<file path="src/rtl/dec_trigger_ctl.sv">
// rtl/dec_trigger_ctl.sv - debug trigger registers, chain/slot qualification and TLU request sequencing
package dec_trigger_pkg;
  typedef struct packed {
    logic        select;
    logic        match;
    logic        store;
    logic        load;
    logic        execute;
    logic        m;
    logic [31:0] tdata2;
  } trigger_pkt_t;
endpackage

module dec_trigger_ctl
  import dec_trigger_pkg::*;
#(
  parameter int NUM_TRIG = 4
) (
  input  logic                       clk,
  input  logic                       rst_l,
  input  logic                       csr_wr_valid,
  input  logic [1:0]                 csr_wr_sel,
  input  logic                       csr_wr_tdata2,
  input  logic [31:0]                csr_wr_data,
  input  logic [1:0]                 csr_rd_sel,
  input  logic                       csr_rd_tdata2,
  output logic [31:0]                csr_rd_data,
  input  logic                       dbg_mode,
  output trigger_pkt_t [NUM_TRIG-1:0] trigger_pkt_any,
  input  logic [NUM_TRIG-1:0]        dec_i0_trigger_match_d,
  input  logic [NUM_TRIG-1:0]        dec_i1_trigger_match_d,
  input  logic                       dec_i0_valid_d,
  input  logic                       dec_i1_valid_d,
  input  logic                       dec_flush,
  output logic                       trig_exc_req,
  output logic                       trig_halt_req,
  output logic                       trig_slot,
  output logic [NUM_TRIG-1:0]        trig_fire_vec,
  input  logic                       trig_ack
);

  typedef enum logic {
    IDLE = 1'b0,
    PEND = 1'b1
  } state_e;

  state_e state_q, state_d;

  logic [NUM_TRIG-1:0] dmode_q, dmode_d;
  logic [NUM_TRIG-1:0] hit_q, hit_d;
  logic [NUM_TRIG-1:0] select_q, select_d;
  logic [NUM_TRIG-1:0] action_q, action_d;
  logic [NUM_TRIG-1:0] chain_q, chain_d;
  logic [NUM_TRIG-1:0] match_q, match_d;
  logic [NUM_TRIG-1:0] m_q, m_d;
  logic [NUM_TRIG-1:0] exec_q, exec_d;
  logic [31:0]         tdata2_q [NUM_TRIG];
  logic [31:0]         tdata2_d [NUM_TRIG];

  logic [NUM_TRIG-1:0] fire_q, fire_d;
  logic                slot_q, slot_d;
  logic                halt_q, halt_d;
  logic [31:0]         rd_q, rd_d;

  logic                wr_en;
  logic                hit_set;
  logic [NUM_TRIG-1:0] raw_i0, raw_i1;
  logic [NUM_TRIG-1:0] qual_i0, qual_i1;
  logic [NUM_TRIG-1:0] fire_sel;
  logic                slot_sel;
  logic [31:0]         tdata1_rd [NUM_TRIG];

  // A chained pair only survives when both members hit in the same slot.
  function automatic logic [3:0] chain_qual(input logic [3:0] raw, input logic c01, input logic c23);
    logic [3:0] q;
    q = raw;
    if (c01) q[1:0] = {2{&raw[1:0]}};
    if (c23) q[3:2] = {2{&raw[3:2]}};
    return q;
  endfunction

  always_comb begin
    raw_i0   = {NUM_TRIG{dec_i0_valid_d & ~dbg_mode}} & dec_i0_trigger_match_d & exec_q;
    raw_i1   = {NUM_TRIG{dec_i1_valid_d & ~dbg_mode}} & dec_i1_trigger_match_d & exec_q;
    qual_i0  = chain_qual(raw_i0, chain_q[0], chain_q[2]);
    qual_i1  = chain_qual(raw_i1, chain_q[0], chain_q[2]);
    slot_sel = ~(|qual_i0);
    fire_sel = slot_sel ? qual_i1 : qual_i0;
  end

  always_comb begin
    state_d = state_q;
    fire_d  = fire_q;
    slot_d  = slot_q;
    halt_d  = halt_q;
    hit_set = 1'b0;
    case (state_q)
      IDLE: begin
        if ((|fire_sel) && !dec_flush) begin
          fire_d  = fire_sel;
          slot_d  = slot_sel;
          halt_d  = |(fire_sel & action_q);
          state_d = PEND;
        end
      end
      PEND: begin
        if (trig_ack) begin
          hit_set = 1'b1;
          fire_d  = '0;
          slot_d  = 1'b0;
          halt_d  = 1'b0;
          state_d = IDLE;
        end else if (dec_flush) begin
          fire_d  = '0;
          slot_d  = 1'b0;
          halt_d  = 1'b0;
          state_d = IDLE;
        end
      end
      default: state_d = IDLE;
    endcase
  end

  // A trigger owned by debug mode is frozen against writes from normal mode.
  assign wr_en = csr_wr_valid & ~(dmode_q[csr_wr_sel] & ~dbg_mode);

  always_comb begin
    dmode_d  = dmode_q;
    hit_d    = hit_q;
    select_d = select_q;
    action_d = action_q;
    chain_d  = chain_q;
    match_d  = match_q;
    m_d      = m_q;
    exec_d   = exec_q;
    tdata2_d = tdata2_q;
    if (wr_en) begin
      if (csr_wr_tdata2) begin
        tdata2_d[csr_wr_sel] = csr_wr_data;
      end else begin
        if (dbg_mode) dmode_d[csr_wr_sel] = csr_wr_data[27];
        hit_d[csr_wr_sel]    = csr_wr_data[20];
        select_d[csr_wr_sel] = csr_wr_data[19];
        action_d[csr_wr_sel] = csr_wr_data[12];
        chain_d[csr_wr_sel]  = csr_wr_data[11] & ~csr_wr_sel[0];
        match_d[csr_wr_sel]  = csr_wr_data[7];
        m_d[csr_wr_sel]      = csr_wr_data[6];
        exec_d[csr_wr_sel]   = csr_wr_data[2];
      end
    end
    if (hit_set) hit_d = hit_d | fire_q;
  end

  always_comb begin
    for (int i = 0; i < NUM_TRIG; i++) begin
      tdata1_rd[i]     = '0;
      tdata1_rd[i][27] = dmode_q[i];
      tdata1_rd[i][20] = hit_q[i];
      tdata1_rd[i][19] = select_q[i];
      tdata1_rd[i][12] = action_q[i];
      tdata1_rd[i][11] = chain_q[i];
      tdata1_rd[i][7]  = match_q[i];
      tdata1_rd[i][6]  = m_q[i];
      tdata1_rd[i][2]  = exec_q[i];
    end
    rd_d = csr_rd_tdata2 ? tdata2_q[csr_rd_sel] : tdata1_rd[csr_rd_sel];
  end

  always_comb begin
    for (int i = 0; i < NUM_TRIG; i++) begin
      trigger_pkt_any[i].select  = select_q[i];
      trigger_pkt_any[i].match   = match_q[i];
      trigger_pkt_any[i].store   = 1'b0;
      trigger_pkt_any[i].load    = 1'b0;
      trigger_pkt_any[i].execute = exec_q[i];
      trigger_pkt_any[i].m       = m_q[i];
      trigger_pkt_any[i].tdata2  = tdata2_q[i];
    end
  end

  always_ff @(posedge clk or negedge rst_l) begin
    if (!rst_l) begin
      state_q  <= IDLE;
      dmode_q  <= '0;
      hit_q    <= '0;
      select_q <= '0;
      action_q <= '0;
      chain_q  <= '0;
      match_q  <= '0;
      m_q      <= '0;
      exec_q   <= '0;
      for (int i = 0; i < NUM_TRIG; i++) tdata2_q[i] <= '0;
      fire_q   <= '0;
      slot_q   <= 1'b0;
      halt_q   <= 1'b0;
      rd_q     <= '0;
    end else begin
      state_q  <= state_d;
      dmode_q  <= dmode_d;
      hit_q    <= hit_d;
      select_q <= select_d;
      action_q <= action_d;
      chain_q  <= chain_d;
      match_q  <= match_d;
      m_q      <= m_d;
      exec_q   <= exec_d;
      tdata2_q <= tdata2_d;
      fire_q   <= fire_d;
      slot_q   <= slot_d;
      halt_q   <= halt_d;
      rd_q     <= rd_d;
    end
  end

  assign trig_exc_req  = (state_q == PEND) & ~halt_q;
  assign trig_halt_req = (state_q == PEND) & halt_q;
  assign trig_slot     = slot_q;
  assign trig_fire_vec = fire_q;
  assign csr_rd_data   = rd_q;

endmodule

</file>
<file path="config.mk">
export PLATFORM = sky130hd
export DESIGN_NAME = dec_trigger_ctl
export DESIGN_NICKNAME = d
export VERILOG_FILES = /design/src/rtl/dec_trigger_ctl.sv
export SDC_FILE = /design/constraint.sdc
export NUM_CORES = 1
export LEC_CHECK = 0
export CAP_MARGIN = 10
export CORE_MARGIN = 1.5
export CORE_UTILIZATION = 44
export CTS_CLUSTER_SIZE = 14
export DETAILED_ROUTE_END_ITERATION = 10
export PLACE_DENSITY_LB_ADDON = 0.12
export SETUP_SLACK_MARGIN = 0.4
export SKIP_CTS_REPAIR_TIMING = 1
export SLEW_MARGIN = 15
export SYNTH_ARGS = -nofsm -noshare
export SYNTH_HDL_FRONTEND = slang
export SYNTH_SLANG_ARGS = --single-unit
</file>
<file path="constraint.sdc">
create_clock -name clk -period 2.1 [get_ports clk]
set_input_delay 0.42 -clock clk [delete_from_list [all_inputs] [get_ports clk]]
set_output_delay 0.42 -clock clk [all_outputs]
set_load 0.03 [all_outputs]
</file>
==> impl_metrics.yaml, run 1 <==
clock_tree:
  cts.sinks: 199
  worstSkewPairLatency_ns: 0.44
  clock_tree.root_cell: "clkbuf_16"
  cts_tree: "built"
  clk_pin_slew_worst_paths_ns: 0.07
  cts_buffer_depth: 2
  htreeDepth: 4
  cts_buffers: 17
routing:
  drt_iter0_markers: 276
  vias_per_cell: 5.37
  dr.pass1.iters: 5
  routed_wl_um: 24400
  ant_nets: 0
  num_vias: 6041
  remaining_drc_errors: 0
  wire_per_inst_um: 21.6
pwr:
  leakage_nw: 7.48
  irDropWorstVdd_mv: 0.563
  p_per_area_mw_per_mm2: 1020
  p_total_w: 0.0135
worst_setup_path:
  slowest_delay_ns: 0.48
  path_class: "reg2reg"
  cp-startpoint: "dmode_q[1]"
  critical_path_peak_fanout: 6
  slowest_stage: "mux4_2"
  crit_chain: "mux4_2 -> a21oi_2 -> nor3b_4 -> buf_6 -> clkbuf_16 -> mux2_4"
  crit_required_ns: 2.41
  rrSetupSlack_ns: 0.02
  arrival_ns: 2.39
  path_delay_family: "multiplexers"
  startpoint_type: "register"
  endpoint_kind: "register"
  critPathBufInv: 2
  crit-reg2reg-launch: "dmode_q[1]"
global_routing:
  grt_pass1_wl_um: 35500
  antenna_found_initial: 0
  overflow: 0
  grt_pass1_vias: 6249
  grt_start_max_net_pins: 59
  grt_util_all_layers_pct: 22.8
final_layout:
  area.growth.synth_to_final_pct: 50.9
  nNetsFinal: 904
  drive_gt1_share_pct: 37.3
  n_antenna_cell: 0
  multi_input_area_mm2: 0.00381
  n_fill_cell: 1385
  register_area_mm2: 0.00499
  final_cells: 1126
  final_core_util_pct: 67.8
  finish.instance_area_mm2: 0.0132
  layout_commonest_cell: "dfrtp_1"
  final_cell_mix: "194 x dfrtp_1, 183 x dlymetal6s2s_1, 127 x mux2_2, 47 x clkdlybuf4s50_1, 41 x mux4_2"
die:
  dieArea_mm2: 0.0207
  io_pins: 245
  die_y_um: 144
  rows: 51
  initial_core_util_pct: 45.0
  die_w_um: 144
  fp.coreArea_mm2: 0.0195
logic_synthesis:
  ys_seq_area_share_pct: 56.9
  synth_top_area_cell: "dfrtp_1"
  syn-cell-area_mm2: 0.00875
  synth-main-ff-cell: "dfrtp_1"
  synth_async_sr_flop_share_pct: 100
  netlist.area_leader.share_pct: 56.9
  avgSynthCellArea_um2: 15.4
  netlist_top_cells_area: "dfrtp_1 57%, mux2_2 20%, mux4_2 11%"
  ys_warn_count: 0
  synth_edf_count: 0
  synth_seq_cells: 199
  syn-instance-count: 570
  synthDistinctLibCells: 42
status:
  run_status: "complete, no violations"
sta:
  layout_setup_ws_ns: 0.0182
  worst_pin_slew_ns: 0.520
  relSlewSlack_pct: 65.3
  rsz0062_at_grt: "yes"
  fin_crit_sh_pct: 99.1
  clock_skew_ns: 0.0117
  setup_viol: 0
  period_minus_slack_ns: 2.08
  hold_violations: 0
  fmax_mhz: 480
  report.final.slew_viol_count: 0
placed_design:
  dpl.hpwl_um: 16000
  dp_cells: 1076
  place_area_mm2: 0.0117
  place_ws_ns: -0.556
  io_buffers: 236
  place.gp.congestion: 0.859
worst_hold_path:
  hold_class: "reg2reg"
  min_from: "hit_q[2]"
run:
  maxCapViolations: 0
per-layer routing:
layer	up-vias	part of all wire [%]	global-route usage [%]
met2	194	51	37.8
li1	2654	-	-
met4	0	1.6	6.23
met1	3161	41	29.9
met3	32	5.9	5.66
met5	-	0	0
area by class of cell:
type	count	area share (%)
Sequential cell	199	37.8
Tap cell	265	2.51
Multi-Input combinational cell	335	28.8
Inverter	4	0.114
Clock inverter	13	1.10
Clock buffer	17	3.22
Timing Repair Buffer	293	26.5
Yosys cell counts, drive strengths merged, types with 2 or more instances:
cell type and number:
dfrtp 199, nor3 2, mux4 41, mux2 162
o2111ai 2, buf 29, a21oi 6, a211oi 6
nand3 8, nand2 25, mux2i 7, inv 4
nand3b 2, a21boi 2, nor3b 5, nor2b 3
a31oi 4, o21ai 5, nor2 5, nand2b 2
and2 28, clkbuf 10
path summary, 6_finish.rpt:
kind,end,cells after the start
setup / recovery,trigger_pkt_any[6],6
hold / removal,hit_q[2],2
setup reg to reg,trigger_pkt_any[6],6
hold reg to reg,hit_q[2],2
max in group asynchronous,csr_rd_data[7],3
min in group asynchronous,trig_fire_vec[3],2
per-stage QoR:
step	hold WS (ns)	TNS, ns
3_5_place_dp	0.439	-68.17
2_1_floorplan	0.124	-2.78
3_3_place_gp	0.435	-62.21
5_1_grt	0.523	-0.218
6_report	0.516	0
4_1_cts	-0.0189	-3.28
tightest hold or removal path, cell delays in order, from the launching register on:
cell     delay, ns
dfrtp_1       0.36
mux2i_1       0.07
nand2_1       0.06
power breakdown:
group          internal [W]  switching (W)
clock               0.00167        0.00152
combinational       0.00236        0.00262
sequential          0.00466       0.000628
state kept, by name, indices dropped and copies added, names as in the netlist:
| signal | count |
|---|---|
| select_q | 4 |
| trigger_pkt_any | 128 |
| csr_rd_data | 32 |
| trig_slot | 1 |
| hit_q | 4 |
| chain_q | 4 |
| halt_q | 1 |
| dmode_q | 4 |
| action_q | 4 |
| match_q | 4 |
| state_q | 1 |
| exec_q | 4 |
| m_q | 4 |
| trig_fire_vec | 4 |
logic make-up after synthesis:
kind of cell	Yosys count	synth area share [%]
AOI/OAI and AO/OA	33	2.73
buffers and inverters	43	2.73
other	1	0.0428
and+or+nand+nor	84	5.42
muxes	210	32.2
DFF	199	56.9
Power figures use the tool's default switching activity.
==> run 2: changes to the inputs <==
PLACE_DENSITY = 0.83   (was unset)
PLACE_DENSITY_LB_ADDON = unset   (was 0.12)
==> run 2 against run 1 <==
Via count down 0.36%. Utilization is 0.41 points lower. Hold slack got worse by 0.027 ns. Maximum frequency increased by 0.16%. Register-to-register slack about the same. Sequential power hardly changed. Clock-buffer cell count grew 2. Largest power group unchanged. Highest routed layer unchanged.
==> impl_metrics.yaml, run 2 (synthesis gave the netlist of run 1 again) <==
run:
  maxCapViolations: 0
global_routing:
  grt_util_all_layers_pct: 22.6
  overflow: 0
  grt_pass1_vias: 6103
  antenna_found_initial: 0
  grt_pass1_wl_um: 35100
  grt_start_max_net_pins: 55
final_layout:
  register_area_mm2: 0.00499
  n_fill_cell: 1299
  nNetsFinal: 898
  drive_gt1_share_pct: 35.9
  largest_reg_flops: 128
  final_cell_mix: "194 x dfrtp_1, 184 x dlymetal6s2s_1, 147 x mux2_2, 47 x clkdlybuf4s50_1, 41 x mux4_2"
  n_antenna_cell: 0
  area.growth.synth_to_final_pct: 49.9
  multi_input_area_mm2: 0.00372
  layout_commonest_cell: "dfrtp_1"
  final_core_util_pct: 67.4
  final_cells: 1122
sta:
  report.final.slew_viol_count: 0
  setup_viol: 0
  layout_setup_ws_ns: 0.0215
  hold_violations: 0
  fmax_mhz: 481
  fin_crit_sh_pct: 99.0
  clock_skew_ns: 0.0101
  period_minus_slack_ns: 2.08
  rsz0062_at_grt: "yes"
  hold_slack_ns: 0.489
placed_design:
  dp_cells: 1077
  place.gp.congestion: 0.837
  dpl.hpwl_um: 15800
  place_ws_ns: -0.551
  io_buffers: 236
pwr:
  irDropWorstVdd_mv: 0.671
  clock_power_share_pct: 24.4
  internal_power_w: 0.00868
  p_total_w: 0.0135
  switching_share_pct: 35.6
  p_comb_share_pct: 36.2
  p_switching_w: 0.00479
  leakage_nw: 7.41
  p_per_area_mw_per_mm2: 1030
  p_seq_share_pct: 39.3
routing:
  dr.pass1.iters: 4
  remaining_drc_errors: 0
  num_vias: 6019
  wire_per_inst_um: 21.7
  drt_iter0_markers: 260
  routed_wl_um: 24400
  ant_nets: 0
  vias_per_cell: 5.36
worst_hold_path:
  hold_class: "in2async"
clock_tree:
  htreeDepth: 4
  clock_tree.root_cell: "clkbuf_16"
  clk_pin_slew_worst_paths_ns: 0.08
  cts.sinks: 199
  cts_buffer_depth: 2
  cts_tree: "built"
  cts_buffers: 17
  worstSkewPairLatency_ns: 0.44
worst_setup_path:
  crit_required_ns: 2.43
  endpoint_kind: "register"
  arrival_ns: 2.40
  path_class: "reg2reg"
  critical_path_peak_fanout: 11
  startpoint_type: "register"
die:
  fp.coreArea_mm2: 0.0195
  rows: 51
  io_pins: 245
  initial_core_util_pct: 45.0
  dieArea_mm2: 0.0207
  die_y_um: 144
  die_w_um: 144
status:
  run_status: "complete, no violations"
==> run 2: cell count changes in the layout (fill, tap and decap cells not counted), sizes merged <==
cell          delta
clkinvlp         -2
buf              -7
inv              +2
clkbuf           +2
dlymetal6s2s     +1
==> run 2: worst paths after layout <==
kind,from,depth (start not counted),endpoint,slack [ns]
min reg2reg,chain_q[3],1,chain_q[3],0.50
max reg2reg,dmode_q[3],6,trigger_pkt_any[10],0.02
max in group asynchronous,rst_l,3,chain_q[0],0.92
max,dmode_q[3],6,trigger_pkt_any[10],0.02
min,rst_l,2,trigger_pkt_any[101],0.49
min in group clk,chain_q[3],1,chain_q[3],0.50
==> run 2: critical path, stage by stage, from the launching register on <==
cell and delay, ns:
dfrtp_1 0.40, mux4_2 0.52, a21oi_4 0.18, nor3b_4 0.20
buf_6 0.15, clkbuf_16 0.18, mux2_2 0.34
==> run 2: through the flow <==
step / area (um^2) / TNS [ns]
3_5_place_dp: 11800 / -66.92
4_1_cts: 12300 / -2.89
5_1_grt: 13100 / -0.645
2_1_floorplan: 8880 / -2.78
3_3_place_gp: 11800 / -63.90
6_report: 13100 / 0
==> run 2: power by group through the flow <==
stage	clock [W]	combinational, W	sequential [W]
CTS	0.00334	0.00494	0.00531
global route	0.00348	0.00513	0.00541
global placement	0	0.00486	0.00534
detailed placement	0	0.00491	0.00537
finish	0.00329	0.00488	0.00530
floorplan	0	0.00134	0.00670
==> run 2: metal layers <==
layer | vias to the layer above | track usage [%] | share of wire (%)
li1 | 2629 | - | -
met4 | 0 | 6.12 | 1.3
met5 | - | 0 | 0
met1 | 3166 | 29.0 | 40
met2 | 199 | 37.0 | 51
met3 | 25 | 7.28 | 7.2
==> run 2: layout make-up <==
type	count	share of cell area, %
multi-input combinational	335	28.3
tap	265	2.53
inverter	4	0.114
clock buffer	19	3.45
clock inverter	13	1.03
timing repair buffer	287	26.6
sequential	199	38.0
==> run 3: changes to the inputs <==
PLACE_DENSITY = 0.84   (was 0.83)
==> run 3 against run 2 <==
The flow now finishes with violations (setup timing). Power increased by 0.81%. Flip-flop and latch count unchanged. Clock skew increased by 0.0013 ns. Register-to-register slack got worse by 0.09 ns. Maximum frequency decreased by 4.0%. Utilization increased by 1.2 points. Worst setup slack got worse by 0.086 ns. Sequential power about the same. Non-clock buffer count increased by 9. Cell count increased by 0.80%. Final area increased by 1.8%. Critical path depth unchanged.
==> impl_metrics.yaml, run 3 (synthesis gave the netlist of run 1 again) <==
pwr:
  leakage_nw: 7.52
  clock_power_share_pct: 24.4
  irDropWorstVdd_mv: 0.568
  p_seq_share_pct: 39.0
  p_comb_share_pct: 36.6
  internal_power_w: 0.00874
  p_switching_w: 0.00484
  p_per_area_mw_per_mm2: 1020
  switching_share_pct: 35.6
sta:
  fin_crit_sh_pct: 103
  hold_violations: 0
  period_minus_slack_ns: 2.16
  fmax_mhz: 462
  clock_skew_ns: 0.0114
  layout_setup_ws_ns: -0.0643
  report.final.slew_viol_count: 0
  rsz0062_at_grt: "yes"
  setup_viol: 19
final_layout:
  largest_reg_flops: 128
  n_fill_cell: 1297
  area.growth.synth_to_final_pct: 52.6
  nNetsFinal: 907
  drive_gt1_share_pct: 37.4
  final_cell_mix: "194 x dfrtp_1, 181 x dlymetal6s2s_1, 129 x mux2_2, 49 x clkdlybuf4s50_1, 41 x mux4_2"
  final_core_util_pct: 68.6
  layout_commonest_cell: "dfrtp_1"
  n_antenna_cell: 0
  final_cells: 1131
worst_setup_path:
  r2r_cells: 6
  crit_cells: 6
  crit-reg2reg-launch: "dmode_q[3]"
  path_delay_family: "multiplexers"
  crit_required_ns: 2.42
  critical_path_peak_fanout: 10
  path_class: "reg2reg"
  slowest_stage: "mux4_2"
  critPathBufInv: 2
  endpoint_kind: "register"
  arrival_ns: 2.49
  slowest_delay_ns: 0.52
  cp-startpoint: "dmode_q[3]"
  critPathMostFrequentCell: "buf_12"
  startpoint_type: "register"
  crit_chain: "mux4_2 -> a21oi_4 -> nor3b_4 -> buf_12 -> buf_12 -> mux2_2"
die:
  fp.coreArea_mm2: 0.0195
  die_y_um: 144
  rows: 51
  dieArea_mm2: 0.0207
  io_pins: 245
  initial_core_util_pct: 45.0
  die_w_um: 144
status:
  violations: "setup timing"
  run_status: "complete, but fails checks"
routing:
  ant_nets: 0
  wire_per_inst_um: 21.8
  dr.pass1.iters: 4
  num_vias: 6095
  drt_iter0_markers: 285
  routed_wl_um: 24700
  dr_wl_met3_um: 1730
  remaining_drc_errors: 0
  met2_length_um: 12600
  drt-met1-wl_um: 9950
  highest_layer: "met4"
  vias_per_cell: 5.39
clock_tree:
  htreeDepth: 4
  clk_pin_slew_worst_paths_ns: 0.08
  cts_buffer_depth: 2
  clock_tree.root_cell: "clkbuf_16"
  worstSkewPairLatency_ns: 0.44
  cts_buffers: 17
  cts.sinks: 199
  cts_tree: "built"
global_routing:
  antenna_found_initial: 0
  overflow: 0
  grt_util_all_layers_pct: 22.9
  grt_pass1_vias: 6261
  grt_start_max_net_pins: 52
  grt_pass1_wl_um: 35600
worst_hold_path:
  hold_class: "in2async"
placed_design:
  place.gp.congestion: 0.818
  dp_cells: 1083
  io_buffers: 236
  dpl.hpwl_um: 16000
run:
  maxCapViolations: 0
[run 3: cell count changes in the layout (fill, tap and decap cells not counted), sizes merged]
cell / before / now
inv: 11 / 13
buf: 46 / 55
dlymetal6s2s: 184 / 181
clkinvlp: 2 / 1
clkdlybuf4s50: 47 / 49
[run 3: layout make-up]
class | instances | area [um^2] | share of cell area, %
sequential | 199 | 4990 | 37.3
multi-input combinational | 335 | 3830 | 28.7
timing repair buffer | 296 | 3600 | 27.0
clock buffer | 18 | 439 | 3.29
tap | 265 | 332 | 2.48
clock inverter | 14 | 156 | 1.17
inverter | 4 | 15.0 | 0.112
[run 3: worst paths after layout]
check,to,slack (ns)
max reg2reg,trigger_pkt_any[16],-0.06
max,trigger_pkt_any[16],-0.06
max in group asynchronous,trigger_pkt_any[51],0.98
min in group clk,chain_q[3],0.50
min,trigger_pkt_any[85],0.49
min reg2reg,chain_q[3],0.50
[run 3: power groups by stage]
stage          Clock (W)  Sequential (W)  Combinational, W
6_report         0.00331         0.00530           0.00497
2_1_floorplan          0         0.00670           0.00134
4_1_cts          0.00336         0.00532           0.00495
5_1_grt          0.00353         0.00541           0.00522
3_3_place_gp           0         0.00535           0.00486
3_5_place_dp           0         0.00537           0.00493
[run 3: layer usage]
metal	vias up	track usage (%)
met4	0	5.69
li1	2646	-
met5	-	0
met2	243	37.8
met1	3170	29.8
met3	36	6.32
[run 3: stage by stage]
stage          worst slack, ns  TNS (ns)  instance area, um^2  power (W)  hold slack [ns]
2_1_floorplan          -0.0806     -2.78                 8880    0.00804            0.124
3_3_place_gp            -0.558    -68.00                11800     0.0102            0.410
3_5_place_dp            -0.584    -70.44                11800     0.0103            0.409
4_1_cts                 -0.153     -4.19                12400     0.0136          -0.0601
5_1_grt                 -0.105     -1.51                13400     0.0142            0.514
6_report               -0.0643    -0.718                13400     0.0136            0.493
==> RTL edit 1: new RTL, settings of run 1 <==
Make the reset (`rst_l`) synchronous in one clocked block.
--- a/src/rtl/dec_trigger_ctl.sv
+++ b/src/rtl/dec_trigger_ctl.sv
@@ -180,3 +180,3 @@
 
-  always_ff @(posedge clk or negedge rst_l) begin
+  always_ff @(posedge clk) begin
     if (!rst_l) begin
Formal check against the unedited RTL: differs if rst_l is asserted again (counterexample within 4 cycles, from zero or initial values and one cycle with rst_l low); with rst_l held inactive, the same outputs for 4 cycles.
==> RTL edit 1 against run 1 <==
- global-route usage grew 2.3 points
- final area shrank 1.2%
- clock skew shrank 0.0011 ns
- worst setup slack gained 0.041 ns
- core utilization shrank 0.59 points
- area after synthesis shrank 0.87%
- wire length grew 10%
- critical path depth grew 3
- sequential cell count is the same
- critical endpoint is now trigger_pkt_any[127]
- largest cell class is now multi-input combinational cells
Power is not compared: it rests on default switching activity, and its combinational part moved more than twofold at a synthesized area within 25%.
==> RTL edit 1: results (changes against run 1) <==
[route]
ant_nets=0  ; unchanged
drt-pass1-iter-count=4  ; -1
wl_per_cell_um=19.0  ; -12%
dr.first_iter.drc_count=532  ; +93%
via_per_inst=5.20  ; -3.1%

[clock_tree]
clk_root_buffer_cell=clkbuf_16
cts_max_path_buffers=2  ; unchanged
cts_max_level=4  ; unchanged
path_clk_slew_ns=0.07  ; about the same
worst_skew_pair.late_latency_ns=0.43
cts_buffers=17  ; unchanged

[cells_and_area]
drive_above_1_share_pct=17.9  ; -19 points
final_common_cell=nand2_1
fin_nets=1185  ; +31%
num_antenna_cells=0  ; unchanged
largest_register_ffs=128  ; unchanged

[global_routing]
grt_pass1_vias=6884  ; +10%
antenna_found_initial=0  ; unchanged
grt_max_degree=157  ; +170%
grtUsageTotal_pct=25.1  ; +2.3 points
grt_pass1_wl_um=39300  ; +10%

[critical_path]
worstPathMaxFanout=9  ; +3
crit_arrival_ns=2.40
slowest_stage=mux4_2
max_stage_delay_ns=0.50  ; +0.02 ns

[sta]
finalClockSkew_ns=0.0106  ; -0.00108 ns
tightest_slew_ns=0.591  ; +0.0709 ns

[hold_path]
worst_hold_path_type=in -> reg

[synthesis]
synth.distinct_cells=41  ; -2.4%
synth_flop_cell=dfxtp_1
synthTopCellsByArea=dfxtp_1 46%, mux4_2 11%, nand2_1 9.4%
yosysWarnings=0  ; unchanged
ys_seq_area_share_pct=45.9  ; -11 points
synthArstFlopShare_pct=0  ; -100 points
netlist_top_cells_count=217 x nand2_1, 199 x dfxtp_1, 103 x a21boi_0

[status]
outcome=complete, no violations

[power_and_ir_drop]
p_leak_nw=7.21
max-vdd-ir-drop_v=0.000544

[placement]
gp_congestion=0.793  ; -7.7%
pre_cts_ws_ns=-0.642  ; -0.0854 ns
dp_hpwl_um=17100  ; +6.7%
io_buffer_count=236  ; unchanged

[RTL edit 1: cell count changes in the layout (fill, tap and decap cells not counted), sizes merged, moves of 63 or more]
cell    delta
dfrtp    -199
dfxtp    +199
nand2    +192
mux2     -162
a21boi   +103
mux2i     +63
[RTL edit 1: cells by family after synthesis]
group | Yosys count | share of synthesized area [%]
other cells | 1 | 0.0432
flops | 199 | 45.9
compound gates | 135 | 12.0
buf+inv | 81 | 4.24
simple gates | 347 | 18.9
mux | 111 | 18.7
fa+ha+maj | 1 | 0.115
[RTL edit 1: layer usage]
layer / wire length (µm) / share of wire [%] / vias up / global-route usage, %
met5: 0 / 0 / - / 0
met3: 1780 / 6.6 / 27 / 5.63
met4: 346 / 1.3 / 0 / 6.93
li1: - / - / 3505 / -
met2: 13000 / 49 / 245 / 40.7
met1: 11600 / 43 / 3551 / 33.7
[RTL edit 1: critical path, delay by kind of cell (launching register included)]
family,cells,cell delay [ns]
AO/OA/AOI/OAI,2,0.38
buffers and inverters,3,0.50
flip-flops,1,0.33
multiplexers,1,0.50
AND/OR/NAND/NOR,3,0.25
[RTL edit 1: final timing paths]
path | startpoint | end | slack (ns) | cells after the start
worst max-delay path | dmode_q[3] | trigger_pkt_any[127] | 0.06 | 9
worst min-delay path | rst_l | trig_slot | 0.28 | 2
worst max register to register | dmode_q[3] | trigger_pkt_any[127] | 0.06 | 9
worst min register to register | chain_q[3] | chain_q[3] | 0.43 | 2
[RTL edit 1: where the power goes]
part	total [mW]	internal, mW	switching, mW
combinational	0.976	0.450	0.526
sequential	3.89	3.84	0.0553
clock	3.40	1.86	1.54
[RTL edit 1: stage by stage]
stage / area, µm² / instances
final: 13000 / 1409
after global routing: 13000 / 1409
after CTS: 12300 / 1395
after detailed placement: 11700 / 1363
after global placement: 11700 / 1363
after floorplan: 8840 / 882
[RTL edit 1: area by class of cell]
cell class | instances | area (µm²)
Fill cell | 1529 | 6350
Multi-Input combinational cell | 604 | 4540
Sequential cell | 199 | 4000
Timing Repair Buffer | 307 | 3550
Clock buffer | 19 | 453
Tap cell | 265 | 332
Clock inverter | 13 | 161
Inverter | 2 | 7.51
==> RTL edit 2: new RTL, settings of run 1 <==
Without the edit above. Take the reset off `m_q` and `rd_q` and load them in a clocked block of their own.
--- a/src/rtl/dec_trigger_ctl.sv
+++ b/src/rtl/dec_trigger_ctl.sv
@@ -189,3 +189,2 @@
       match_q  <= '0;
-      m_q      <= '0;
       exec_q   <= '0;
@@ -195,3 +194,2 @@
       halt_q   <= 1'b0;
-      rd_q     <= '0;
     end else begin
@@ -204,3 +202,2 @@
       match_q  <= match_d;
-      m_q      <= m_d;
       exec_q   <= exec_d;
@@ -210,4 +207,8 @@
       halt_q   <= halt_d;
-      rd_q     <= rd_d;
-    end
+    end
+  end
+
+  always_ff @(posedge clk) begin
+    m_q  <= m_d;
+    rd_q <= rd_d;
   end
Check against the original RTL: not equivalent (a bounded check fails within 4 cycles, from zero or initial values and one cycle with rst_l low).
==> RTL edit 2 against run 1 <==
- the run now ends with negative setup slack left
- sequential cell count unchanged
- critical path depth up 1
- clock power grew 9.7%
- area after synthesis decreased by 3.1%
- non-clock buffer count increased by 16
- final cell count is 0.36% lower
- power is 4.6% higher
- hold slack lost 0.020 ns
- die area shrank 3.0%
- final area grew 4.3%
- wire length grew 5.2%
- worst setup slack worse by 0.095 ns
- highest routed layer is now met5
==> RTL edit 2: results (changes against run 1) <==
[critical_path]
r2r_cells=7  ; +1

[global_routing]
grt_max_degree=53  ; -10%
grtUsageMet1_pct=32.5  ; +2.5 points
use_met2_pct=37.5  ; -0.34 points
grt_pass1_vias=6121  ; -2.0%
antenna_found_initial=1  ; +1
use_met3_pct=4.96  ; -0.70 points
grtUsageTotal_pct=23.4  ; +0.54 points

[synthesis]
netlist_top_cells_count=163 x dfrtp_1, 156 x mux2_2, 41 x mux4_2
ys_seq_area_share_pct=57.1  ; +0.16 points
synth-edff-count=4  ; +4
synth.mux.area_fraction_pct=32.8  ; +0.66 points
synth.distinct_cells=39  ; -7.1%
synth-compound-area-share_pct=2.17  ; -0.56 points
synthTopCellsByArea=dfrtp_1 48%, mux2_2 21%, mux4_2 11%
synthAdderAreaFrac_pct=0.236  ; +0.24 points
syn_inst=549  ; -3.7%
synthArstFlopShare_pct=81.9  ; -18 points

[route]
dr.first_iter.drc_count=280  ; +1.4%
num_vias=5958  ; -1.4%
via_per_inst=5.31  ; -1.0%
wl_um=25600  ; +5.2%
drt-pass1-iter-count=4  ; -1

[sta]
finalClockSkew_ns=0.0129  ; +0.00119 ns
tightest_slew_ns=0.560  ; +0.0394 ns
setup_slack_ns=-0.0769  ; -0.0950 ns
setup_viol=49  ; +49

[placement]
dp_hpwl_um=15800  ; -1.2%
place_inst=1066  ; -0.93%
gp_congestion=0.843  ; -1.8%
post_dp_cell_area_um2=11700  ; -0.28%

[cells_and_area]
drive_above_1_share_pct=40.7  ; +3.4 points
fin_nets=903  ; -0.11%
fillers=1160  ; -16%

[status]
violations=negative setup slack
outcome=finished with violations

[power_and_ir_drop]
p_int_mw=9.26  ; +6.6%
p_leak_nw=7.67  ; +2.6%
max-vdd-ir-drop_v=0.000561  ; -0.24%

RTL edit 2: layout make-up:
cell class	count	share of cell area, %
flip-flops and latches	199	35.2
clock buffers	19	3.22
clock inverters	13	1.35
multi-input cells	317	30.2
repair buffers	309	27.5
well taps	260	2.36
inverters	5	0.136
RTL edit 2: logic make-up after synthesis:
family                   count (synthesis)
AND/OR/NAND/NOR                         75
other                                    1
buffers and inverters                   40
adder cells (fa/ha/maj)                  2
multiplexers                           207
flip-flops                             199
AO/OA/AOI/OAI                           25
RTL edit 2: power groups by stage:
stage | clock network (mW) | logic (mW) | registers, mW
after floorplan | 0 | 1.34 | 6.71
after global routing | 3.70 | 5.48 | 5.44
final | 3.50 | 5.25 | 5.33
after CTS | 3.53 | 4.92 | 5.31
after global placement | 0 | 4.84 | 5.32
after detailed placement | 0 | 4.90 | 5.38
RTL edit 2: final timing paths:
path / from / end / slack, ns
max: dmode_q[2] / trigger_pkt_any[10] / -0.08
max reg2reg: dmode_q[2] / trigger_pkt_any[10] / -0.08
min: hit_q[1] / hit_q[1] / 0.50
min in group asynchronous: rst_l / trigger_pkt_any[54] / 0.51
max in group asynchronous: rst_l / action_q[2] / 0.97
min reg2reg: hit_q[1] / hit_q[1] / 0.50
RTL edit 2: stage by stage:
stage	total power, mW	hold slack (ns)	setup TNS (ns)	worst slack, ns	util [%]
after floorplan	8.05	0.124	0	0.0410	-
after global placement	10.2	0.404	-89.87	-0.631	62.1
after CTS	13.8	-0.0519	-22.34	-0.231	65.4
after detailed placement	10.3	0.410	-96.78	-0.681	62.1
after global routing	14.6	0.518	-8.32	-0.150	73.1
final	14.1	0.496	-2.16	-0.0769	73.1
RTL edit 2: worst register-to-register path: cells and delay by family, from the launching register on:
family | cells | cell delay, ns
muxes | 2 | 0.79
AOI/OAI and AO/OA | 1 | 0.18
buffers and inverters | 2 | 0.36
DFF | 1 | 0.39
and+or+nand+nor | 2 | 0.33
RTL edit 2: per-layer routing:
| metal | vias up | wire, µm |
|---|---|---|
| met5 | - | 16 |
| met4 | 2 | 217 |
| met3 | 18 | 1500 |
| met2 | 220 | 12300 |
| met1 | 3128 | 11600 |
| li1 | 2590 | - |
